**src/rtl/fifo_arb_pkg.sv**
```systemverilog
// fifo_arb_pkg -- shared definitions for the FIFO write arbiter.
//   arb_state_e : arbiter FSM state encoding (ARB_IDLE, ARB_GRANT)
//   id_width()  : width of a requester index, clog2(n) with a floor of 1
package fifo_arb_pkg;

  typedef enum logic [0:0] {
    ARB_IDLE  = 1'b0,
    ARB_GRANT = 1'b1
  } arb_state_e;

  function automatic int id_width(input int n);
    return (n <= 2) ? 1 : $clog2(n);
  endfunction

endpackage

```
**src/rtl/fifo_wr_arbiter_if.sv**
```systemverilog
// fifo_wr_arbiter_if -- requester handshake plus FIFO write port.
//   req_valid  [NREQ]        per-requester word valid
//   req_data   [NREQ*WIDTH]  packed words, requester i at [i*WIDTH +: WIDTH]
//   req_ready  [NREQ]        per-requester accept (at most one high)
//   fifo_full                FIFO full flag
//   fifo_wr_en               FIFO write strobe
//   fifo_data  [WIDTH]       FIFO write data
// Modports: master = producers/FIFO side, slave = arbiter side.
interface fifo_wr_arbiter_if #(
  parameter int NREQ  = 4,
  parameter int WIDTH = 8
);
  logic [NREQ-1:0]       req_valid;
  logic [NREQ*WIDTH-1:0] req_data;
  logic [NREQ-1:0]       req_ready;
  logic                  fifo_full;
  logic                  fifo_wr_en;
  logic [WIDTH-1:0]      fifo_data;

  modport master (
    output req_valid, req_data, fifo_full,
    input  req_ready, fifo_wr_en, fifo_data
  );

  modport slave (
    input  req_valid, req_data, fifo_full,
    output req_ready, fifo_wr_en, fifo_data
  );
endinterface

```
**src/rtl/fifo_arb_rr_pick.sv**
```systemverilog
// fifo_arb_rr_pick -- combinational round-robin selector.
//   req        [NREQ]  request vector
//   last_grant [ID_W]  index granted most recently
//   found              some request bit is set
//   idx        [ID_W]  first set request after last_grant, wrapping
module fifo_arb_rr_pick
  import fifo_arb_pkg::*;
#(
  parameter int NREQ = 4,
  localparam int ID_W = id_width(NREQ)
) (
  input  logic [NREQ-1:0] req,
  input  logic [ID_W-1:0] last_grant,
  output logic            found,
  output logic [ID_W-1:0] idx
);

  // Two passes: indices above last_grant first, then wrap to 0..last_grant.
  always_comb begin
    found = 1'b0;
    idx   = '0;
    for (int i = 0; i < NREQ; i++) begin
      if (!found && req[i] && (ID_W'(i) > last_grant)) begin
        found = 1'b1;
        idx   = ID_W'(i);
      end
    end
    for (int i = 0; i < NREQ; i++) begin
      if (!found && req[i] && (ID_W'(i) <= last_grant)) begin
        found = 1'b1;
        idx   = ID_W'(i);
      end
    end
  end

endmodule

```
**src/rtl/fifo_wr_arbiter.sv**
```systemverilog
// fifo_wr_arbiter -- round-robin arbiter sharing one FIFO write port among
// NREQ requesters, one owner at a time for bursts of up to MAX_BURST words.
// Ports:
//   clk, rst_n         clock, asynchronous active-low reset
//   bus (slave)        requester handshakes and FIFO write port
//   grant_id [ID_W]    current owner (valid while busy)
//   busy               a grant is active
//   word_cnt           per-requester saturating accepted-word counters,
//                      present only when FIFO_ARB_STATS_EN is defined
// Optional feature macro: FIFO_ARB_STATS_EN
module fifo_wr_arbiter
  import fifo_arb_pkg::*;
#(
  parameter int NREQ      = 4,
  parameter int WIDTH     = 8,
  parameter int MAX_BURST = 4,
  parameter int CNT_W     = 16,
  localparam int ID_W     = id_width(NREQ),
  localparam int BC_W     = $clog2(MAX_BURST + 1)
) (
  input  logic                  clk,
  input  logic                  rst_n,
  fifo_wr_arbiter_if.slave      bus,
  output logic [ID_W-1:0]       grant_id,
  output logic                  busy
`ifdef FIFO_ARB_STATS_EN
  ,
  output logic [NREQ*CNT_W-1:0] word_cnt
`endif
);

  localparam logic [0:0] ST_IDLE  = ARB_IDLE;
  localparam logic [0:0] ST_GRANT = ARB_GRANT;

  if (NREQ < 2 || NREQ > 8) begin : g_chk_nreq
    $error("NREQ must be in 2..8");
  end
  if (MAX_BURST < 1 || MAX_BURST > 255) begin : g_chk_burst
    $error("MAX_BURST must be in 1..255");
  end
  if (CNT_W < 1) begin : g_chk_cnt
    $error("CNT_W must be at least 1");
  end

  logic [0:0]       state;
  logic [ID_W-1:0]  last_grant;
  logic [BC_W-1:0]  burst_cnt;

  logic             pick_found;
  logic [ID_W-1:0]  pick_idx;
  logic             owner_valid;
  logic [WIDTH-1:0] owner_data;
  logic             accept;
  logic             last_beat;

  fifo_arb_rr_pick #(.NREQ(NREQ)) u_pick (
    .req        (bus.req_valid),
    .last_grant (last_grant),
    .found      (pick_found),
    .idx        (pick_idx)
  );

  assign busy = (state == ST_GRANT);

  // Owner mux: valid and data of the requester held in grant_id.
  always_comb begin
    owner_valid = 1'b0;
    owner_data  = '0;
    for (int i = 0; i < NREQ; i++) begin
      if (ID_W'(i) == grant_id) begin
        owner_valid = bus.req_valid[i];
        owner_data  = bus.req_data[i*WIDTH +: WIDTH];
      end
    end
  end

  assign accept    = busy && owner_valid && !bus.fifo_full;
  assign last_beat = (burst_cnt == BC_W'(MAX_BURST - 1));

  // fifo_full reaches ready/wr_en combinationally, so a full FIFO never
  // sees a write even in the cycle the flag rises.
  always_comb begin
    bus.req_ready = '0;
    for (int i = 0; i < NREQ; i++) begin
      bus.req_ready[i] = busy && !bus.fifo_full && (ID_W'(i) == grant_id);
    end
  end

  assign bus.fifo_wr_en = accept;
  assign bus.fifo_data  = busy ? owner_data : '0;

  // Control state: arbitration in IDLE, burst tracking in GRANT.
  always_ff @(posedge clk or negedge rst_n) begin
    if (!rst_n) begin
      state      <= ST_IDLE;
      grant_id   <= '0;
      last_grant <= ID_W'(NREQ - 1);
      burst_cnt  <= '0;
    end else begin
      case (state)
        ST_IDLE: begin
          if (pick_found) begin
            grant_id  <= pick_idx;
            burst_cnt <= '0;
            state     <= ST_GRANT;
          end
        end
        ST_GRANT: begin
          // Owner dropping valid ends the grant even while the FIFO is full.
          if (!owner_valid || (accept && last_beat)) begin
            state      <= ST_IDLE;
            last_grant <= grant_id;
          end else if (accept) begin
            burst_cnt <= burst_cnt + BC_W'(1);
          end
        end
        default: state <= ST_IDLE;
      endcase
    end
  end

`ifdef FIFO_ARB_STATS_EN
  logic [CNT_W-1:0] cnt_q [NREQ];

  for (genvar g = 0; g < NREQ; g++) begin : g_stats
    always_ff @(posedge clk or negedge rst_n) begin
      if (!rst_n) begin
        cnt_q[g] <= '0;
      end else if (accept && (grant_id == ID_W'(g)) && (cnt_q[g] != '1)) begin
        cnt_q[g] <= cnt_q[g] + CNT_W'(1);
      end
    end
    assign word_cnt[g*CNT_W +: CNT_W] = cnt_q[g];
  end
`endif

endmodule
```
**src/flat_wrapper.sv**
```systemverilog
// flat-port wrapper written by rule: the top's interface ports become plain ports
module fifo_wr_arbiter_flat import fifo_arb_pkg::*;
#(
  parameter int NREQ      = 4,
  parameter int WIDTH     = 8,
  parameter int MAX_BURST = 4,
  parameter int CNT_W     = 16,
  localparam int ID_W     = id_width(NREQ),
  localparam int BC_W     = $clog2(MAX_BURST + 1)
)
  (clk, rst_n, grant_id, busy, bus_req_valid, bus_req_data, bus_fifo_full, bus_req_ready, bus_fifo_wr_en, bus_fifo_data);
  fifo_wr_arbiter_if #(.NREQ(NREQ), .WIDTH(WIDTH)) bus_i ();
  input  logic clk;
  input  logic rst_n;
  output logic [ID_W-1:0] grant_id;
  output logic busy;
  input wire logic [$bits(bus_i.req_valid)-1:0] bus_req_valid;
  input wire logic [$bits(bus_i.req_data)-1:0] bus_req_data;
  input wire logic [$bits(bus_i.fifo_full)-1:0] bus_fifo_full;
  output wire logic [$bits(bus_i.req_ready)-1:0] bus_req_ready;
  output wire logic [$bits(bus_i.fifo_wr_en)-1:0] bus_fifo_wr_en;
  output wire logic [$bits(bus_i.fifo_data)-1:0] bus_fifo_data;
  assign bus_i.req_valid = bus_req_valid;
  assign bus_i.req_data = bus_req_data;
  assign bus_i.fifo_full = bus_fifo_full;
  assign bus_req_ready = bus_i.req_ready;
  assign bus_fifo_wr_en = bus_i.fifo_wr_en;
  assign bus_fifo_data = bus_i.fifo_data;
  fifo_wr_arbiter #(.NREQ(NREQ), .WIDTH(WIDTH), .MAX_BURST(MAX_BURST), .CNT_W(CNT_W)) u_core (.clk(clk), .rst_n(rst_n), .bus(bus_i), .grant_id(grant_id), .busy(busy));
endmodule
```
**config.mk**
```make
export PLATFORM = sky130hd
export DESIGN_NAME = fifo_wr_arbiter_flat
export DESIGN_NICKNAME = d
export VERILOG_FILES = /design/src/rtl/fifo_arb_pkg.sv /design/src/rtl/fifo_wr_arbiter_if.sv /design/src/rtl/fifo_arb_rr_pick.sv /design/src/rtl/fifo_wr_arbiter.sv /design/src/flat_wrapper.sv
export SDC_FILE = /design/constraint.sdc
export NUM_CORES = 1
export LEC_CHECK = 0
export BUFFER_PORTS_ARGS = -buffer_cell sky130_fd_sc_hd__clkbuf_2
export CORE_ASPECT_RATIO = 0.7
export CORE_MARGIN = 4
export CORE_UTILIZATION = 40
export CTS_BUF_LIST = sky130_fd_sc_hd__clkbuf_16
export DETAILED_ROUTE_END_ITERATION = 8
export PLACE_DENSITY = 0.84
export SYNTH_ARGS = -nofsm -noshare
export SYNTH_HDL_FRONTEND = slang
export SYNTH_SLANG_ARGS = --single-unit
export TNS_END_PERCENT = 20
```
**constraint.sdc**
```tcl
create_clock -name clk -period 3.1 [get_ports clk]
set_input_delay 0.155 -clock clk [delete_from_list [all_inputs] [get_ports clk]]
set_output_delay 0.155 -clock clk [all_outputs]
set_load 0.1 [all_outputs]
```
==> results_dict.tcl <==
set metrics [dict create \
    portBuffers 54 \
    syn_inst 78 \
    clk_path_buf_depth 2 \
    critPathMaxStageDelay_ns 0.77 \
    io_pins 55 \
    postSynthAreaPerCell_sq_um 10.7 \
    cp-start-kind "flop" \
    nNetsFinal 174 \
    rsz0062_at_grt "false" \
    fmax_ghz 0.432 \
    tightestPinTransition_ns 0.674 \
    cap_viol_max_count 0 \
    async_reset_ff_share_pct 100 \
    reg2reg_from "u_core.grant_id[1]$_DFFE_PN0P_" \
    coreArea_sq_um 1920 \
    path_cells "mux4_1 > and2_1 > clkbuf_2" \
    ys_types 30 \
    antenna_found_initial 0 \
    syn_to_final_growth_pct 40.1 \
    final_cell_mix "54 x clkbuf_2, 8 x and2_1, 8 x nand2_1, 6 x inv_1, 6 x dfrtp_1" \
    clkTransAtPathRegs_ns 0.04 \
    cts_resized 0 \
    dp_cells 149 \
    hold_violations 0 \
    grt_max_degree 18 \
    worstPathRequired_ns 2.94 \
    worst_ep_arrival_time_ns 2.16 \
    rows 13 \
    ys_warn_count 0 \
    endpoint "bus_fifo_data[0]" \
    place_congestion 0.725 \
    clk_latency_ns 0.23 \
    viasPerCell 5.29 \
    slew_headroom_pct 55.1 \
    die_y_microns 46.2 \
    report.final.slew_viol_count 0 \
    fin_skew_ns 0.00114 \
    syn_area_sq_um 836 \
    r2r_slack_ns 1.10 \
    dr.pass1.iters 4 \
    final_common_cell "clkbuf_2" \
    setup_viol 0 \
    final.min_clock_period_ns 2.31 \
    cts_made_buffers 3 \
    cts_tree "yes" \
    final_cell_count_no_fill 154 \
    drt-total-wl_mm 2.33 \
    cts.sinks 8 \
    diodes 0 \
    startpoint "u_core.grant_id[0]$_DFFE_PN0P_" \
    cp_slowest_cell "dfrtp_1" \
    grt_pass1_wl_mm 3.66 \
    crit_type "reg2out" \
    post-route-period-util_pct 74.7 \
    cts_root_buf "clkbuf_16" \
    holdCritPathClass "in2reg" \
    cts.htree.levels 1 \
    grt_overflow 0 \
    via_count 815 \
    start_util_pct 43.5 \
    drt-wirelength-per-cell_microns 15.1 \
    status "finished, final reports clean" \
    holdBufCountCts 1 \
    critPathMaxFanout 16 \
    rr_endpoint "u_core.last_grant[1]$_DFFE_PN1P_" \
    die_w_microns 62.6 \
    synth_edf_count 0 \
    reg2regPathDepth 4 \
    die_area_sq_um 2900 \
    cts_setup_buffers 0 \
    hpwl_mm 1.82 \
    grt_pass1_vias 751 \
    remaining_drc_errors 0 \
    ys_seq_area_share_pct 24.3 \
    synthFlopType "dfrtp_1" \
    ys_ff_latch 8 \
    ant_nets 0 \
    drtIter0Drc 22 \
    hold_depth 3 \
    drive_gt1_share_pct 53.8 \
    syn_nets 119 \
    grt_usage_pct 17.2 \
    cp-end-kind "primary output" \
]
sequential cells by signal (all words and copies together) (netlist names):
name	count
u_core.grant_id	2
u_core.busy	1
u_core.burst_cnt	3
u_core.last_grant	2
worst min-delay path by stage:
stage                     start                         endpoint
3_5_place_dp              rst_n   u_core.grant_id[1]$_DFFE_PN0P_
5_1_grt        bus_req_valid[3]   u_core.grant_id[1]$_DFFE_PN0P_
4_1_cts        bus_req_valid[3]   u_core.grant_id[1]$_DFFE_PN0P_
6_report       bus_req_valid[2]   u_core.grant_id[1]$_DFFE_PN0P_
3_3_place_gp              rst_n   u_core.grant_id[1]$_DFFE_PN0P_
2_1_floorplan             rst_n  u_core.burst_cnt[0]$_DFFE_PN0P_
metrics by stage:
| step | setup WS [ns] | hold slack, ns | utilization [%] | TNS [ns] | instance area, sq um |
|---|---|---|---|---|---|
| after floorplan | -0.333 | -0.141 | - | -0.333 | 841 |
| after global placement | 1.06 | 0.0143 | 56.4 | 0 | 1080 |
| after detailed placement | 0.994 | 0.0185 | 56.4 | 0 | 1080 |
| after CTS | 0.761 | 0.273 | 61.0 | 0 | 1170 |
| after global routing | 0.677 | 0.307 | 61.0 | 0 | 1170 |
| final | 0.786 | 0.278 | 61.0 | 0 | 1170 |
final cells by class:
| type | instances | area [sq um] |
|---|---|---|
| flip-flops and latches | 8 | 203 |
| well taps | 22 | 27.5 |
| fillers | 178 | 748 |
| clock inverters | 1 | 3.75 |
| repair buffers | 55 | 280 |
| multi-input cells | 60 | 563 |
| clock buffers | 3 | 75.1 |
| inverters | 5 | 18.8 |
critical path, delay by kind of cell, from the launching register on:
family | cells | cell delay, ns
mux | 1 | 0.63
flops | 1 | 0.77
simple gates | 1 | 0.17
buf+inv | 1 | 0.36
kinds of logic (layout without fill, tap and decap cells):
kind of cell    after synthesis  in the layout  share of synthesized area, %
compound gates                9              9                          7.34
mux                          14             14                          33.2
fa+ha+maj                     2              2                          2.99
simple gates                 34             34                          22.2
xor+xnor                      1              1                          1.05
flops                         8              8                          24.3
buf+inv                      10             64                          8.98
Yosys cell counts (all sizes together), types with 2 or more instances:
master   n  share of area [%]
a21oi    2                1.2
and2    10                8.1
clkbuf   4                5.4
dfrtp    6                 18
dfstp    2                6.3
ha       2                3.0
inv      5                2.2
mux2     2                3.6
mux2i    3                3.6
mux4     9                 26
nand2    8                3.6
nand2b   2                1.5
nor2     5                2.2
nor2b    2                1.5
nor3     2                1.2
nor3b    2                1.8
o21ai    3                2.2
per-layer routing:
metal  global-route usage [%]  up-vias  wire length, microns
met3                     8.29        5                   254
met2                     29.2       42                  1100
met5                        0        -                     0
met1                     19.8      375                   947
met4                     5.26        0                    26
li1                         -      393                     -
Power is not shown: default switching activity piles up to over one toggle a cycle in this logic, so the estimate is an artifact.
